## src/rtl/mlp_controller.sv

```systemverilog
// mlp_controller: sequences the MLP datapath through one classification per
// stored sample (62 inputs -> 30 hidden -> 10 outputs on 8 PUs).
//
// state  | meaning
// IDLE   | waiting for start
// PREP   | batch accepted, one setup cycle before the first sample
// WH_CLR | clear datapath counter before hidden-weight load
// WH     | stream hidden weights 0..29 into the PU weight registers
// LX     | load sample s from input memory
// GCLR   | clear counter at the start of a neuron group
// MUL    | multiply slot k
// ADD    | accumulate slot k
// ACT    | apply activation
// WR     | write group results into hidden/output registers
// WO_CLR | clear datapath counter before output-weight load
// WO     | stream output weights 0..9
// LXO    | load hidden activations as the next layer's input
// RES    | present label for sample s
// FIN    | batch complete, done pulse
//
// Ports:
//   clk, rst           clock, async active-high reset
//   start, num_samples batch request (num_samples latched on accept)
//   busy, done         batch status
//   result_valid, result, result_idx   one label per sample
//   cnt_out, out       datapath counter value and classifier label
//   rst_cnt .. ld_out_o  registered datapath controls
module mlp_controller #(
  parameter int N_HID = 30,
  parameter int N_OUT = 10,
  parameter int N_PU  = 8
) (
  input  logic        clk,
  input  logic        rst,
  input  logic        start,
  input  logic [10:0] num_samples,
  output logic        busy,
  output logic        done,
  output logic        result_valid,
  output logic [3:0]  result,
  output logic [9:0]  result_idx,
  input  logic [4:0]  cnt_out,
  input  logic [3:0]  out,
  output logic        rst_cnt,
  output logic        cnt,
  output logic        mem_read,
  output logic        acc,
  output logic        ld_add,
  output logic        ld_mult,
  output logic        ld_x,
  output logic        sel_h_o,
  output logic [4:0]  addr1,
  output logic [3:0]  addr2,
  output logic [9:0]  addr3,
  output logic [2:0]  sel_64bit,
  output logic [2:0]  sel_reg,
  output logic [29:0] ld,
  output logic [29:0] ld_out_h,
  output logic [9:0]  ld_out_o
);

  localparam logic [4:0] WH_LAST = 5'(N_HID - 1);
  localparam logic [4:0] WO_LAST = 5'(N_OUT - 1);
  localparam logic [2:0] K_LAST  = 3'(N_PU - 1);
  // The output layer only needs the upper half of the MUL slots.
  localparam logic [2:0] K_OUT_FIRST = 3'(N_PU / 2);

  typedef enum logic [3:0] {
    IDLE, PREP, WH_CLR, WH, LX, GCLR, MUL, ADD, ACT, WR,
    WO_CLR, WO, LXO, RES, FIN
  } state_t;

  state_t      state;
  logic [9:0]  s;
  logic [10:0] n_lat;
  logic [1:0]  g;
  logic [2:0]  k;
  logic        ph;        // 0: hidden layer, 1: output layer
  logic        last_smp;

  assign last_smp = ({1'b0, s} == (n_lat - 11'd1));

  // Outputs are registered together with the state, so each branch loads
  // the controls that belong to the state being entered. The datapath
  // counter advances on the same edge, so weight addresses are loaded with
  // the value cnt_out will hold next cycle.
  always_ff @(posedge clk or posedge rst) begin
    if (rst) begin
      state        <= IDLE;
      s            <= '0;
      n_lat        <= '0;
      g            <= '0;
      k            <= '0;
      ph           <= 1'b0;
      busy         <= 1'b0;
      done         <= 1'b0;
      result_valid <= 1'b0;
      result       <= '0;
      result_idx   <= '0;
      rst_cnt      <= 1'b0;
      cnt          <= 1'b0;
      mem_read     <= 1'b0;
      acc          <= 1'b0;
      ld_add       <= 1'b0;
      ld_mult      <= 1'b0;
      ld_x         <= 1'b0;
      sel_h_o      <= 1'b0;
      addr1        <= '0;
      addr2        <= '0;
      addr3        <= '0;
      sel_64bit    <= '0;
      sel_reg      <= '0;
      ld           <= '0;
      ld_out_h     <= '0;
      ld_out_o     <= '0;
    end else begin
      done         <= 1'b0;
      result_valid <= 1'b0;
      result       <= '0;
      result_idx   <= '0;
      rst_cnt      <= 1'b0;
      cnt          <= 1'b0;
      mem_read     <= 1'b0;
      acc          <= 1'b0;
      ld_add       <= 1'b0;
      ld_mult      <= 1'b0;
      ld_x         <= 1'b0;
      sel_h_o      <= 1'b0;
      addr1        <= '0;
      addr2        <= '0;
      addr3        <= '0;
      sel_64bit    <= '0;
      sel_reg      <= '0;
      ld           <= '0;
      ld_out_h     <= '0;
      ld_out_o     <= '0;

      case (state)
        IDLE: begin
          busy <= 1'b0;
          if (start) begin
            n_lat <= num_samples;
            s     <= '0;
            if (num_samples == 11'd0) begin
              state <= FIN;
              done  <= 1'b1;
            end else begin
              state <= PREP;
              busy  <= 1'b1;
            end
          end
        end

        PREP: begin
          state   <= WH_CLR;
          rst_cnt <= 1'b1;
        end

        WH_CLR: begin
          state    <= WH;
          mem_read <= 1'b1;
          cnt      <= 1'b1;
          addr1    <= 5'd0;
          ld       <= 30'd1;
        end

        WH: begin
          if (cnt_out == WH_LAST) begin
            state    <= LX;
            mem_read <= 1'b1;
            ld_x     <= 1'b1;
            addr3    <= s;
          end else begin
            mem_read <= 1'b1;
            cnt      <= 1'b1;
            addr1    <= cnt_out + 5'd1;
            ld       <= 30'd1 << (cnt_out + 5'd1);
          end
        end

        LX: begin
          state   <= GCLR;
          g       <= 2'd0;
          ph      <= 1'b0;
          rst_cnt <= 1'b1;
        end

        GCLR: begin
          state     <= MUL;
          k         <= ph ? K_OUT_FIRST : 3'd0;
          ld_mult   <= 1'b1;
          sel_64bit <= ph ? K_OUT_FIRST : 3'd0;
          sel_reg   <= {1'b0, g};
          sel_h_o   <= ph;
        end

        MUL: begin
          state     <= ADD;
          ld_add    <= 1'b1;
          sel_64bit <= k;
          sel_reg   <= {1'b0, g};
          sel_h_o   <= ph;
        end

        ADD: begin
          sel_reg <= {1'b0, g};
          sel_h_o <= ph;
          if (k == K_LAST) begin
            state <= ACT;
            acc   <= 1'b1;
          end else begin
            state     <= MUL;
            k         <= k + 3'd1;
            ld_mult   <= 1'b1;
            sel_64bit <= k + 3'd1;
          end
        end

        ACT: begin
          state   <= WR;
          sel_reg <= {1'b0, g};
          sel_h_o <= ph;
          if (ph)
            ld_out_o <= g[0] ? 10'h300 : 10'h0FF;
          else if (g == 2'd3)
            ld_out_h <= 30'h3F00_0000;   // last group covers neurons 24..29 only
          else
            ld_out_h <= 30'hFF << {g, 3'b000};
        end

        WR: begin
          if (!ph && g == 2'd3) begin
            state   <= WO_CLR;
            rst_cnt <= 1'b1;
          end else if (ph && g == 2'd1) begin
            state        <= RES;
            result_valid <= 1'b1;
            result       <= out;
            result_idx   <= s;
          end else begin
            state   <= GCLR;
            g       <= g + 2'd1;
            rst_cnt <= 1'b1;
            sel_reg <= {1'b0, g + 2'd1};
            sel_h_o <= ph;
          end
        end

        WO_CLR: begin
          state    <= WO;
          mem_read <= 1'b1;
          sel_h_o  <= 1'b1;
          cnt      <= 1'b1;
          addr2    <= 4'd0;
          ld       <= 30'd1;
        end

        WO: begin
          sel_h_o <= 1'b1;
          if (cnt_out == WO_LAST) begin
            state <= LXO;
            ld_x  <= 1'b1;
          end else begin
            mem_read <= 1'b1;
            cnt      <= 1'b1;
            addr2    <= cnt_out[3:0] + 4'd1;
            ld       <= 30'd1 << (cnt_out + 5'd1);
          end
        end

        LXO: begin
          state   <= GCLR;
          g       <= 2'd0;
          ph      <= 1'b1;
          rst_cnt <= 1'b1;
          sel_h_o <= 1'b1;
        end

        RES: begin
          if (last_smp) begin
            state <= FIN;
            done  <= 1'b1;
            busy  <= 1'b0;
          end else begin
            state   <= WH_CLR;
            s       <= s + 10'd1;
            rst_cnt <= 1'b1;
          end
        end

        FIN: begin
          state <= IDLE;
          busy  <= 1'b0;
        end

        default: begin
          state <= IDLE;
          busy  <= 1'b0;
        end
      endcase
    end
  end

endmodule
```

## config.mk

```make
export PLATFORM = sky130hd
export DESIGN_NAME = mlp_controller
export DESIGN_NICKNAME = d
export VERILOG_FILES = /design/src/rtl/mlp_controller.sv
export SDC_FILE = /design/constraint.sdc
export NUM_CORES = 1
export LEC_CHECK = 0
export CAP_MARGIN = 20
export CORE_MARGIN = 1
export CORE_UTILIZATION = 35
export CTS_CLUSTER_DIAMETER = 40
export DETAILED_ROUTE_END_ITERATION = 6
export SYNTH_ARGS = -nofsm -noshare
export SYNTH_HDL_FRONTEND = slang
export SYNTH_SLANG_ARGS = --single-unit
```

## constraint.sdc

```tcl
create_clock -name clk -period 11.83 [get_ports clk]
set_clock_uncertainty 0.1 [all_clocks]
set_input_delay 2.366 -clock clk [delete_from_list [all_inputs] [get_ports clk]]
set_output_delay 2.366 -clock clk [all_outputs]
set_load 0.01 [all_outputs]
```

==> flow_summary.toml <==
[placed_design]
dpl.hpwl_mm = 9.17
gp_congestion = 0.864
place_area_um2 = 6610
port_buffers = 141

[job]
cap_violations = 0

[critical_path]
r2r_end = "s[4]$_DFFE_PP0P_"
cp-end-kind = "flip-flop"
start_kind = "primary input"
r2r_slack_ns = 8.77
r2r_start = "n_lat[0]$_DFFE_PP0P_"
criticalPathCategory = "primary input to flip-flop"
crit_path_max_fanout = 8
required_ns = 11.99
reg2reg_depth = 9
arrival_ns = 4.33

[detailed_routing]
wl_per_cell_um = 15.4
vias = 4183
routed_via_density = 4.97
wirelength_mm = 13.0
drc = 24
drtAntennaViolNets = 0
drtIter0Drc = 242
first_pass_iters = 7

[cells_and_area]
largest_register = "ld"
finalNetCount = 683
fin_area_um2 = 7260
largest_reg_flops = 30
drive_gt1_share_pct = 6.84
multi_input_area_um2 = 1990
largest_registers = "ld (30), n_lat (11)"
fillCellCount = 1325
n_antenna_cell = 0
seq_area_um2 = 2900
syn2layout_area_growth_pct = 37.6

[clock_network]
clockBufferDepth = 2
ctsHoldBuffers = 0
cts_tree = "done"
cts_made_buffers = 17
ctsResizeCount = 0
h-tree-depth = 4
clk_latency_ns = 0.42
clockRootBuffer = "clkbuf_16"
path_clk_slew_ns = 0.05
cts_setup_buffers = 0
clkSinkCount = 116

[yosys]
synth_edf_count = 0
seq_area_frac_synth_pct = 55.0
avgSynthCellArea_um2 = 9.87
synth-async-reset-ratio_pct = 100
ys_ff_latch = 116
synthFlopType = "dfrtp_1"
synthesis.nets = 572
syn_inst = 535
yosysWarnings = 0
synth_cell_type_count = 52
mappedNetlistArea_um2 = 5280

[global_route]
grt_usage_pct = 17.8
grt_max_degree = 92
grt_pass1_vias = 4079
grt_pass1_wl_mm = 21.3
antenna_found_initial = 0
grt-ovfl-total = 0

[die]
fp.dieW_um = 125
start_util_pct = 36.0
ios = 143
die_y_um = 125
core-area_um2 = 14600
core.rowCount = 44
die_area_um2 = 15600

[timing]
rsz0062_at_grt = "false"
hold_violations = 0
fin_tns_setup_ns = 0
worst_pin_slew_ns = 0.758
setup_viol = 0
max_freq_mhz = 240
post-route-min-period_ns = 4.17
fin_crit_sh_pct = 35.3
slew_headroom_pct = 49.5
maxSlewViolCount = 0

[hold_path]
hold_start = "n_lat[10]$_DFFE_PP0P_"
min-delay-path-class = "flip-flop to flip-flop"
holdPathEnd = "n_lat[10]$_DFFE_PP0P_"
worstHoldPathCells = 2

[power]
irDropWorstVdd_v = 0.0000887
powerDensity_nw_per_um2 = 186
p_leak_uw = 0.00322

[status]
outcome = "finished, violations left"
violations = "DRC"
==> per-stage QoR <==
stage / power (uW) / setup WS, ns / util (%) / cells / hold WS, ns
after floorplan: 716 / 6.29 / - / 535 / 0.366
after detailed placement: 826 / 7.26 / 45.1 / 809 / 0.409
final: 1350 / 7.66 / 49.6 / 842 / 0.441
after CTS: 1360 / 7.69 / 49.4 / 840 / 0.437
after global routing: 1430 / 7.46 / 49.6 / 842 / 0.475
after global placement: 816 / 7.32 / 45.1 / 809 / 0.409
==> cell families after synthesis <==
| group | synth area share [%] |
|---|---|
| muxes | 0.403 |
| xor gates and xnor gates | 2.49 |
| buffers and inverters | 7.32 |
| other | 0.0710 |
| and+or+nand+nor | 21.7 |
| AOI/OAI and AO/OA | 9.72 |
| adders and majority gates | 3.32 |
| DFF | 55.0 |
==> cells in the mapped netlist (5+ instances only) <==
cell | count | share of area [%]
xnor2_1 | 6 | 1.0
ha_1 | 14 | 3.3
nand3_1 | 12 | 1.1
inv_1 | 15 | 1.1
nor2_1 | 69 | 4.9
xor2_1 | 9 | 1.5
and2_1 | 24 | 2.8
buf_4 | 35 | 5.0
nor3_1 | 12 | 1.1
dfrtp_1 | 116 | 55
nand2_1 | 77 | 5.5
or3_1 | 5 | 0.59
a21oi_1 | 23 | 2.2
nor2b_1 | 5 | 0.59
clkbuf_1 | 18 | 1.3
nor4_1 | 11 | 1.3
or4_1 | 5 | 0.71
o21ai_0 | 17 | 1.6
==> area by class of cell <==
cell class / instances / share of cell area [%]
flip-flops and latches: 116 / 40.0
multi-input cells: 351 / 27.4
repair buffers: 145 / 20.1
clock buffers: 22 / 6.81
well taps: 184 / 3.17
clock inverters: 9 / 1.72
inverters: 15 / 0.810
==> worst max-delay path: stages <==
cell and delay, ns:
clkdlybuf4s50_1 0.55, or3_1 0.40, a21oi_1 0.41, nor2_1 0.13, nand3_1 0.31, o22ai_1 0.15
==> report_power, final <==
group / internal [uW] / switching, uW / leakage, uW
Combinational: 133 / 178 / 0.00133
Sequential: 443 / 69.0 / 0.00159
Clock: 356 / 171 / 0.000304
==> worst max-delay path by stage <==
stage / startpoint / slack [ns] / to
floorplan: rst / 6.29 / acc$_DFF_PP0_
global placement: cnt_out[2] / 7.32 / ld[0]$_DFF_PP0_
detailed placement: cnt_out[0] / 7.26 / ld[26]$_DFF_PP0_
CTS: cnt_out[0] / 7.69 / ld[0]$_DFF_PP0_
global route: cnt_out[0] / 7.46 / ld[0]$_DFF_PP0_
finish: cnt_out[2] / 7.66 / ld[0]$_DFF_PP0_
==> placed cells by master (no fill, tap or decap), drive strengths merged, types with 4 or more instances in the layout <==
master and n:
a21oi 24, a311oi 4, a31oi 4, and2 24
clkbuf 23, clkdlybuf4s50 141, clkinv 4, dfrtp 116
ha 14, inv 15, nand2 77, nand2b 4
nand3 12, nor2 69, nor2b 5, nor3 13
nor4 11, o21ai 19, o22ai 4, or3 5
or4 6, xnor2 6, xor2 9
==> layer usage <==
layer | GRT usage [%] | routed length, um | up-vias
met5 | 0 | 0 | -
met4 | 7.32 | 203 | 0
met3 | 4.85 | 666 | 16
met2 | 29.1 | 6430 | 129
met1 | 22.1 | 5670 | 2032
li1 | - | - | 2006
Power figures use the tool's default switching activity.
